==> config.mk <==
export PLATFORM = sky130hd
export DESIGN_NAME = mioc_bridge
export DESIGN_NICKNAME = d
export VERILOG_FILES = /design/src/rtl/mioc_bridge.sv
export SDC_FILE = /design/constraint.sdc
export NUM_CORES = 1
export LEC_CHECK = 0
export CAP_MARGIN = 25
export CORE_ASPECT_RATIO = 0.75
export CORE_UTILIZATION = 43
export CTS_CLUSTER_SIZE = 28
export DETAILED_ROUTE_END_ITERATION = 12
export GPL_TIMING_DRIVEN = 0
export PLACE_DENSITY = 0.87
export SLEW_MARGIN = 0
export SYNTH_ARGS = -nofsm -noshare
export SYNTH_HDL_FRONTEND = slang
export SYNTH_SLANG_ARGS = --single-unit
==> constraint.sdc <==
create_clock -name clk -period 8.5 [get_ports clk]
set_input_delay 1.275 -clock clk [delete_from_list [all_inputs] [get_ports clk]]
set_output_delay 1.275 -clock clk [all_outputs]
set_load 0.1 [all_outputs]
==> src/rtl/mioc_bridge.sv <==
// CPU memory bridge: zero-latency RAM path, registered IO path with an ack handshake.
// Define MIOC_TIMEOUT_EN to add the IO ack timeout counter and busErr reporting.
module mioc_bridge #(
    parameter int unsigned        ADDR_W   = 32,
    parameter int unsigned        DATA_W   = 32,
    parameter logic [ADDR_W-1:0]  IO_MASK  = ADDR_W'(32'hF000_0000),
    parameter logic [ADDR_W-1:0]  IO_MATCH = ADDR_W'(32'h7000_0000),
    parameter int unsigned        TO_CYC   = 255
) (
    input  logic              clk,
    input  logic              rst,
    input  logic              memCe,
    input  logic              memWr,
    input  logic [ADDR_W-1:0] memAddr,
    input  logic [DATA_W-1:0] wtData,
    output logic [DATA_W-1:0] rdData,
    output logic              stall,
    output logic              busErr,
    output logic              ramCe,
    output logic              ramWe,
    output logic [ADDR_W-1:0] ramAddr,
    output logic [DATA_W-1:0] ramWtData,
    input  logic [DATA_W-1:0] ramRdData,
    output logic              ioCe,
    output logic              ioWe,
    output logic [ADDR_W-1:0] ioAddr,
    output logic [DATA_W-1:0] ioWtData,
    input  logic [DATA_W-1:0] ioRdData,
    input  logic              ioAck
);

    typedef enum logic [1:0] {IDLE, IO_REQ, IO_DONE} state_t;

    if (TO_CYC < 1 || TO_CYC > 65535) begin : g_to_range
        $error("mioc_bridge: TO_CYC must be within 1..65535");
    end

    state_t              state_q, state_d;
    logic                ioce_q, ioce_d;
    logic                iowe_q, iowe_d;
    logic [ADDR_W-1:0]   ioaddr_q, ioaddr_d;
    logic [DATA_W-1:0]   iowdata_q, iowdata_d;
    logic [DATA_W-1:0]   rd_q, rd_d;
    logic                buserr_q, buserr_d;
    logic                io_hit;
    logic                timeout;

`ifdef MIOC_TIMEOUT_EN
    localparam int unsigned CNT_W = $clog2(TO_CYC + 1);

    logic [CNT_W-1:0]    cnt_q, cnt_d;

    // Last permitted IO_REQ cycle: the counter would reach TO_CYC on this edge.
    assign timeout = (cnt_q == CNT_W'(TO_CYC - 1));
`else
    assign timeout = 1'b0;
`endif

    assign io_hit   = ((memAddr & IO_MASK) == IO_MATCH);
    assign ioCe     = ioce_q;
    assign ioWe     = iowe_q;
    assign ioAddr   = ioaddr_q;
    assign ioWtData = iowdata_q;
    assign busErr   = buserr_q;

    // Next-state, register next values and combinational CPU/RAM outputs.
    always_comb begin
        state_d   = state_q;
        ioce_d    = ioce_q;
        iowe_d    = iowe_q;
        ioaddr_d  = ioaddr_q;
        iowdata_d = iowdata_q;
        rd_d      = rd_q;
        buserr_d  = 1'b0;
`ifdef MIOC_TIMEOUT_EN
        cnt_d     = cnt_q;
`endif
        ramCe     = 1'b0;
        ramWe     = 1'b0;
        ramAddr   = '0;
        ramWtData = '0;
        rdData    = '0;
        stall     = 1'b0;

        case (state_q)
            IDLE: begin
                if (memCe && !io_hit) begin
                    ramCe     = 1'b1;
                    ramWe     = memWr;
                    ramAddr   = memAddr;
                    ramWtData = wtData;
                    rdData    = ramRdData;
                end else if (memCe) begin
                    stall     = 1'b1;
                    ioce_d    = 1'b1;
                    iowe_d    = memWr;
                    ioaddr_d  = memAddr;
                    iowdata_d = wtData;
`ifdef MIOC_TIMEOUT_EN
                    cnt_d     = '0;
`endif
                    state_d   = IO_REQ;
                end
            end

            IO_REQ: begin
                stall = 1'b1;
`ifdef MIOC_TIMEOUT_EN
                cnt_d = cnt_q + CNT_W'(1);
`endif
                // Abort beats ack; ack beats timeout. IO outputs are cleared on every exit.
                if (!memCe || ioAck || timeout) begin
                    ioce_d    = 1'b0;
                    iowe_d    = 1'b0;
                    ioaddr_d  = '0;
                    iowdata_d = '0;
                    if (!memCe) begin
                        state_d = IDLE;
                    end else if (ioAck) begin
                        rd_d    = iowe_q ? '0 : ioRdData;
                        state_d = IO_DONE;
                    end else begin
                        rd_d     = '0;
                        buserr_d = 1'b1;
                        state_d  = IO_DONE;
                    end
                end
            end

            IO_DONE: begin
                if (memCe) begin
                    rdData = rd_q;
                end
                state_d = IDLE;
            end

            default: state_d = IDLE;
        endcase
    end

    // State and IO output registers.
    always_ff @(posedge clk or posedge rst) begin
        if (rst) begin
            state_q   <= IDLE;
            ioce_q    <= 1'b0;
            iowe_q    <= 1'b0;
            ioaddr_q  <= '0;
            iowdata_q <= '0;
            rd_q      <= '0;
            buserr_q  <= 1'b0;
`ifdef MIOC_TIMEOUT_EN
            cnt_q     <= '0;
`endif
        end else begin
            state_q   <= state_d;
            ioce_q    <= ioce_d;
            iowe_q    <= iowe_d;
            ioaddr_q  <= ioaddr_d;
            iowdata_q <= iowdata_d;
            rd_q      <= rd_d;
            buserr_q  <= buserr_d;
`ifdef MIOC_TIMEOUT_EN
            cnt_q     <= cnt_d;
`endif
        end
    end

endmodule

* Word-level counts from Yosys, hierarchy flattened
Index checks and enable logic that the tools add are counted.
Storage, ports and cells: bits in registers 101, bits of input ports 133, output and inout port bits 166, word-level logic and storage cells 61
Operators by class: equality and inequality tests 6, muxes and demuxes 39, reductions and logical operators 9
Operators by type and width (count):
- $mux W32 | 13
- $pmux W32 S2 | 3
- $mux W1 | 15
- $mux W2 | 4
- $ne A2 B2 Y1 const B | 3
- $pmux W1 S2 | 3
- $reduce_and A3 Y1 | 2
- $eq A4 B3 Y1 const B | 1
- $pmux W2 S2 | 1
- $reduce_and A4 Y1 | 1
- $eq A2 B1 Y1 const B | 1
- $eq A2 B2 Y1 const B | 1
- $logic_not A1 Y1 | 2
- $logic_not A2 Y1 | 1
- $reduce_bool A2 Y1 | 1
- $logic_and A1 B1 Y1 | 1
- $logic_or A1 B1 Y1 | 1

* Longest topological paths before layout
Gate-level depths: netlist (run 1).
word-level depth 5, depth in mapped cells 6, depth with buffers taken out 3

* Worst setup path before layout (run 1)
OpenSTA, ideal clock, no wires.
path kind input to output, start point input port memCe, end point output port ramAddr[20], arrival time 4.754 ns, data required time 7.225 ns, slack 2.471 ns, cell stages on the path 5, cell sequence nand2b_1 > buf_2 > clkbuf_1 > buf_1 > nor4_1
On the way: word-level cells in the longest chain between the ends 3
Ends and longest elaborated chain:
- from (decl) | line 12 | input logic memCe,
- $logic_and A1 B1 Y1 | line 87 | if (memCe && !io_hit) begin
- $mux W32 | line 87
- $mux W32 | line 85 | case (state_q)
- to (decl) | line 21 | output logic [ADDR_W-1:0] ramAddr,
No other way between the ends.

* Worst setup path after layout (run 1)
start point input port memCe, end point output port ramAddr[26]
Same word-level chain as after synthesis.

==> reports/qor.txt, run 1 <==
outcome - complete, no violations
Final GP Congestion - 0.898
Clock Path Buffers - 2
fin crit period - 5.86 ns
Mapped Cells - 642
Starting Density - 44.6%
CTS Buf Count - 9
Warnings, synthesis - 0
compound-cell area share of the yosys netlist - 16.0%
Hold-fix buffers, CTS - 0
Worst R2R Start - state_q[1]
leakage - 3.77 nW
startpoint types - input port
RSZ-0062 raised after global routing - false
Setup Skew - 0.00574 ns
largest net degree at the start of global routing - 63
Post-Synthesis Cell Area - 5550 µm²
crit-path cells - clkdlybuf4s50_1 -> nand2b_1 -> buf_2 -> clkbuf_1 -> buf_1 -> nor4_1 -> clkdlybuf4s50_1
Sum Neg Setup Slack - 0 ns
final hold violations - 0
antenna violations before repair - 0
Worst setup startpoint - memCe
DR DRC count - 0
Max Freq - 171 MHz
Hold Path Class - flop to flop
final setup fails - 0
Area growth syn-to-layout - 63.9%
clk_lat worst skew - 0.34 ns
post-route cell area - 9100 µm²
IO Count - 299
# resized after CTS - 0
PwrDens - 232 nW/µm²
power share of the clock group - 22.4%
syn nets - 775
WP buf/inv - 5
Cell variety after synth - 26
clk slew on worst S/H paths - 0.07 ns
flops & latches, synth - 100
CP max FO - 10
DR WL/cell - 19.1 µm
CTS tree - done
Vias/cell - 5.54
Logic pwr share - 49.0%
Worst Setup End Kind - primary output
Post-DP Area - 8760 µm²
Psw - 997 µW
WL final - 21.4 mm
Fill cells - 957
Max Slew Vio Count - 0
CP Data Required Time - 7.22 ns
die width - 133 µm
initial DRC count - 405
Synth Area in XOR/XNOR - 0%
slowest CP cell - clkdlybuf4s50_1
Setup Buffers After CTS - 0
Top delay family on crit path - buffers and inverters
clock root buffer - clkbuf_16
crit-path most repeated cell - clkdlybuf4s50_1
Slew headroom - 28.6%
ANT cells - 0
first-pass GRT wire length - 33.1 mm
largest family of logic cells by synthesized area - simple AND/OR/NAND/NOR gates
mux contribution to synthesized area - 0.203%
port bufs - 297
sequential share of the synthesized area - 45.1%
number of global-route vias before repair - 6116
CP Class - input port to primary output
maxcap violations - 0
Worst EP arrival - 4.58 ns
sequential share of power - 28.6%
GRT Overall Usage - 32.1%
share of cells above drive strength 1 - 3.04%
HPWL Detailed - 16.0 mm
internal power - 1.11 mW
Core Box Area - 12400 µm²
Worst VDD drop - 0.000158 V
DRT Pass-1 Iters - 5
Post-DRT Antenna Nets - 0
switch share - 47.2%
CP max stage delay - 1.24 ns
Die Span Y - 100 µm
post-synthesis adder-cell area fraction - 0%
grt total ovfl - 0
crit share post-route - 68.9%
H-tree depth - 3
Post-Synth Simple-Gate Area - 28.0%
Sink Count - 100
HP Start - rd_q[24]
Avg Cell Area, Syn - 8.65 µm²
overall power - 2.11 mW
Rows - 35
Nets - 1084
die area - 13400 µm²
via count - 6206
worst slew pin tran - 1.07 ns
==> layer usage <==
metal	routed length [µm]	GRT usage, %	vias up
li1	-	-	2902
met1	9090	41.5	2997
met2	10000	52.8	272
met3	1840	8.74	35
met4	427	9.44	0
met5	0	0	-
==> kinds of logic after synthesis <==
| group | count (synthesis) |
|---|---|
| AOI/OAI and AO/OA | 130 |
| buffers and inverters | 143 |
| DFF | 100 |
| muxes | 1 |
| other | 1 |
| and+or+nand+nor | 267 |
==> tightest hold or removal path: stages (launching register included) <==
cell	delay, ns
dfrtp_1	0.34
nand2_1	0.04
o21ai_0	0.05
==> power groups by stage <==
stage / Sequential [mW] / Clock [mW] / Combinational [mW]
after CTS: 0.603 / 0.478 / 1.04
after global routing: 0.614 / 0.499 / 1.07
final: 0.605 / 0.472 / 1.03
after detailed placement: 0.610 / 0 / 1.03
after global placement: 0.607 / 0 / 1.02
after floorplan: 1.00 / 0 / 0.353
==> path summary, 6_finish.rpt <==
kind	to	slack (ns)	cells past startpoint
max in group asynchronous	ioAddr[11]	6.48	3
max	ramAddr[26]	2.64	7
min in group asynchronous	rd_q[10]	1.33	2
max reg2reg	state_q[0]	6.51	5
min reg2reg	rd_q[24]	0.48	2
min	rd_q[24]	0.48	2
==> flip-flops by register name, indices dropped and copies added (netlist names) <==
register  flops
rd_q         32
ioWtData     32
ioAddr       32
ioCe          1
state_q       2
ioWe          1
==> stage by stage <==
stage                     setup slack [ns]  std cells  hold WS, ns  util (%)
after detailed placement              2.65       1106        0.466      70.5
after global placement                2.62       1105        0.460      70.2
after floorplan                       2.47        642        0.450         -
after global routing                  2.49       1121        0.489      73.2
after CTS                             2.59       1121        0.480      73.2
final                                 2.64       1121        0.478      73.2
==> Yosys cell counts, drive strengths merged <==
cell type / number / share of area (%)
nand3b: 33 / 4.5
nand2b: 35 / 3.9
and4b: 1 / 0.18
nand2: 64 / 4.3
and3: 1 / 0.11
mux2: 1 / 0.20
a21oi: 33 / 3.0
nor2: 2 / 0.14
dfrtp: 100 / 45
nand4b: 2 / 0.32
nor3b: 1 / 0.14
nor3: 2 / 0.18
inv: 63 / 4.3
conb: 1 / 0.068
nor4: 122 / 14
or3: 1 / 0.11
and2: 3 / 0.34
o21ai: 32 / 2.9
a21o: 4 / 0.54
clkbuf: 61 / 4.1
buf: 19 / 2.3
a31o: 61 / 9.6
==> placed cells by master, fill, tap and decap left out, types with 2 or more instances in the layout <==
| master | instances |
|---|---|
| clkdlybuf4s50_1 | 297 |
| nor4_1 | 122 |
| dfrtp_1 | 100 |
| nand2_1 | 64 |
| clkbuf_1 | 62 |
| inv_1 | 62 |
| a31o_1 | 59 |
| nand2b_1 | 35 |
| nand3b_1 | 33 |
| a21oi_1 | 33 |
| o21ai_0 | 32 |
| buf_1 | 9 |
| clkbuf_16 | 9 |
| buf_6 | 6 |
| a21o_1 | 4 |
| and2_1 | 3 |
| bufinv_16 | 3 |
| nand4b_1 | 2 |
| buf_2 | 2 |
| buf_4 | 2 |
| nor3_1 | 2 |
| nor2_1 | 2 |
| a31o_2 | 2 |
==> cell type report <==
cell class	instances	area [µm²]	share of cell area, %
Tap cell	166	208	2.28
Multi-Input combinational cell	399	2460	27.0
Buffer	80	355	3.90
Clock inverter	4	97.6	1.07
Clock buffer	11	243	2.67
Inverter	63	239	2.63
Sequential cell	100	2500	27.5
Timing Repair Buffer	298	3000	33.0
Power figures use the tool's default switching activity.
==> run 2: changes to the inputs <==
--- a/config.mk
+++ b/config.mk
@@ -7,11 +7,11 @@
 export LEC_CHECK = 0
 export CAP_MARGIN = 25
 export CORE_ASPECT_RATIO = 0.75
-export CORE_UTILIZATION = 43
+export CORE_UTILIZATION = 36
 export CTS_CLUSTER_SIZE = 28
 export DETAILED_ROUTE_END_ITERATION = 12
 export GPL_TIMING_DRIVEN = 0
-export PLACE_DENSITY = 0.87
+export PLACE_DENSITY = 0.78
 export SLEW_MARGIN = 0
 export SYNTH_ARGS = -nofsm -noshare
 export SYNTH_HDL_FRONTEND = slang
==> constraint.sdc (replaced) <==
create_clock -name clk -period 5.04 [get_ports clk]
set_input_delay 0.756 -clock clk [delete_from_list [all_inputs] [get_ports clk]]
set_output_delay 0.756 -clock clk [all_outputs]
set_load 0.1 [all_outputs]
==> reports/qor.txt, run 2 (synthesized netlist as in run 1, its figures left out) <==
Slew headroom - 28.3% (-0.23 points)
Hold-fix buffers, CTS - 0 (unchanged)
DR WL/cell - 18.8 µm (-1.4%)
Starting Density - 37.7% (-7.0 points)
reg2reg end - state_q[0]
RSZ-0062 raised after global routing - false
Max Freq - 209 MHz
outcome - complete, no violations
Hold Path Class - flop to flop
H-tree depth - 3 (unchanged)
IO Count - 299 (unchanged)
ANT cells - 0 (unchanged)
Fill cells - 1317 (+38%)
Worst EP arrival - 4.02 ns (-0.56 ns)
clock root buffer - clkbuf_16
Worst VDD drop - 0.000253 V (+60%)
Worst Setup End Kind - primary output
clk slew on worst S/H paths - 0.06 ns (about the same)
Post-DRT Antenna Nets - 0 (unchanged)
share of cells above drive strength 1 - 3.04% (unchanged)
grt total ovfl - 0 (unchanged)
antenna violations before repair - 0 (unchanged)
Max Slew Vio Count - 0 (unchanged)
Post-DP Area - 8810 µm² (+0.49%)
fin crit period - 4.78 ns
CP Class - input port to primary output
final setup fails - 0 (unchanged)
worst slew pin tran - 1.07 ns (+0.00348 ns)
Setup Buffers After CTS - 0 (unchanged)
Rows - 38 (+8.6%)
startpoint types - input port
initial DRC count - 298 (-26%)
FF-to-FF path depth - 5 (unchanged)
CP endpoint - rdData[30]
area of the multi-input gates - 2460 µm² (unchanged)
maxcap violations - 0 (unchanged)
DR DRC count - 0 (unchanged)
first-pass GRT wire length - 33.6 mm (+1.5%)
CTS tree - done
DRT Pass-1 Iters - 5 (unchanged)
leakage - 3.79 nW (+0.41%)
CP max FO - 10 (unchanged)
crit share post-route - 94.8%
Worst setup startpoint - memAddr[31]
HPWL Detailed - 16.7 mm (+4.5%)
post-route cell area - 9120 µm² (+0.15%)
WL final - 21.7 mm (+1.6%)
CP Data Required Time - 4.28 ns (-2.94 ns)
Nets - 1084 (unchanged)
Util after Layout - 61.9% (-11 points)
FF/Latch Area - 2500 µm² (unchanged)
most frequent cells in the layout - clkdlybuf4s50_1, nor4_1, dfrtp_1
placed insts - 1140 (+3.1%)
r2r setup slk - 2.92 ns (-3.59 ns)
Die Span Y - 110 µm (+9.1%)
Sum Neg Setup Slack - 0 ns (unchanged)
Sink Count - 100 (unchanged)
overall power - 3.49 mW (+65%)
WHS Path Cells - 1 (-1)
number of global-route vias before repair - 6078 (-0.62%)
Final GP Congestion - 0.833 (-7.3%)
PwrDens - 383 nW/µm² (+65%)
largest net degree at the start of global routing - 57 (-9.5%)
Core Box Area - 14700 µm² (+19%)
Setup Skew - 0.00811 ns (+0.00237 ns)
port bufs - 297 (unchanged)
GRT Overall Usage - 27.2% (-4.9 points)
Worst R2R Start - state_q[1]
via count - 6093 (-1.8%)
die area - 15900 µm² (+19%)
Vias/cell - 5.28 (-4.7%)
CTS Buf Count - 9 (unchanged)
final hold violations - 0 (unchanged)
Finished Layout Cells - 1155 (+3.0%)
clk_lat worst skew - 0.34 ns (about the same)
Clock Path Buffers - 2 (unchanged)
die width - 145 µm (+9.2%)
commonest non-fill, non-tap cell in the layout - clkdlybuf4s50_1
Area growth syn-to-layout - 64.2%
==> run 2: cell count changes in the layout (fill, tap and decap cells not counted) <==
cell and change:
bufinv_16 -1, clkbuf_8 -1, clkdlybuf4s50_1 -2, dlymetal6s2s_1 +2, clkinv_2 +2
==> run 2: stage by stage <==
stage / hold slack (ns) / setup slack (ns)
after floorplan: 0.450 / 0.0493
after global placement: 0.460 / 0.0140
after detailed placement: 0.471 / 0.0377
after CTS: 0.486 / 0.00934
after global routing: 0.497 / 0.105
final: 0.479 / 0.264
==> run 2: layer usage <==
metal | GRT usage, % | share of wire (%) | wire (µm) | up-vias
met4 | 7.22 | 1.8 | 399 | 0
met2 | 44.0 | 45 | 9780 | 247
met5 | 0 | 0 | 0 | -
li1 | - | - | - | 2907
met3 | 7.68 | 8.1 | 1770 | 27
met1 | 35.9 | 45 | 9790 | 2912
==> run 2: worst min path at each step <==
stage / start / to
final: ioCe / ioCe
after global routing: rd_q[31] / rd_q[31]
after CTS: rd_q[31] / rd_q[31]
after detailed placement: ioCe / ioCe
after global placement: ioAddr[30] / ioAddr[30]
after floorplan: rd_q[10] / rd_q[10]
==> run 2: critical path, cell delays in order <==
cell	delay, ns
clkdlybuf4s50_1	0.50
nand4b_1	0.27
clkbuf_1	0.55
buf_1	0.46
nand3b_1	0.14
a21oi_1	0.17
clkdlybuf4s50_1	1.15
==> run 2: layout make-up <==
| type | instances | area share [%] |
|---|---|---|
| plain buffers | 80 | 3.90 |
| well taps | 200 | 2.74 |
| clock buffers | 10 | 2.51 |
| multi-input cells | 399 | 27.0 |
| repair buffers | 298 | 33.0 |
| flip-flops and latches | 100 | 27.4 |
| inverters | 63 | 2.62 |
| clock inverters | 5 | 0.851 |
==> run 2: timing repair <==
item                                    4_1_cts  5_1_grt
endpoints found under the setup margin        0        2
gates resized for setup                       0        2
hold endpoints to repair                      0        0
==> run 2: power breakdown <==
part           internal [mW]  switching (mW)  leakage (nW)
sequential             0.937          0.0796          1.32
clock                  0.431           0.297         0.148
combinational          0.444            1.30          2.32
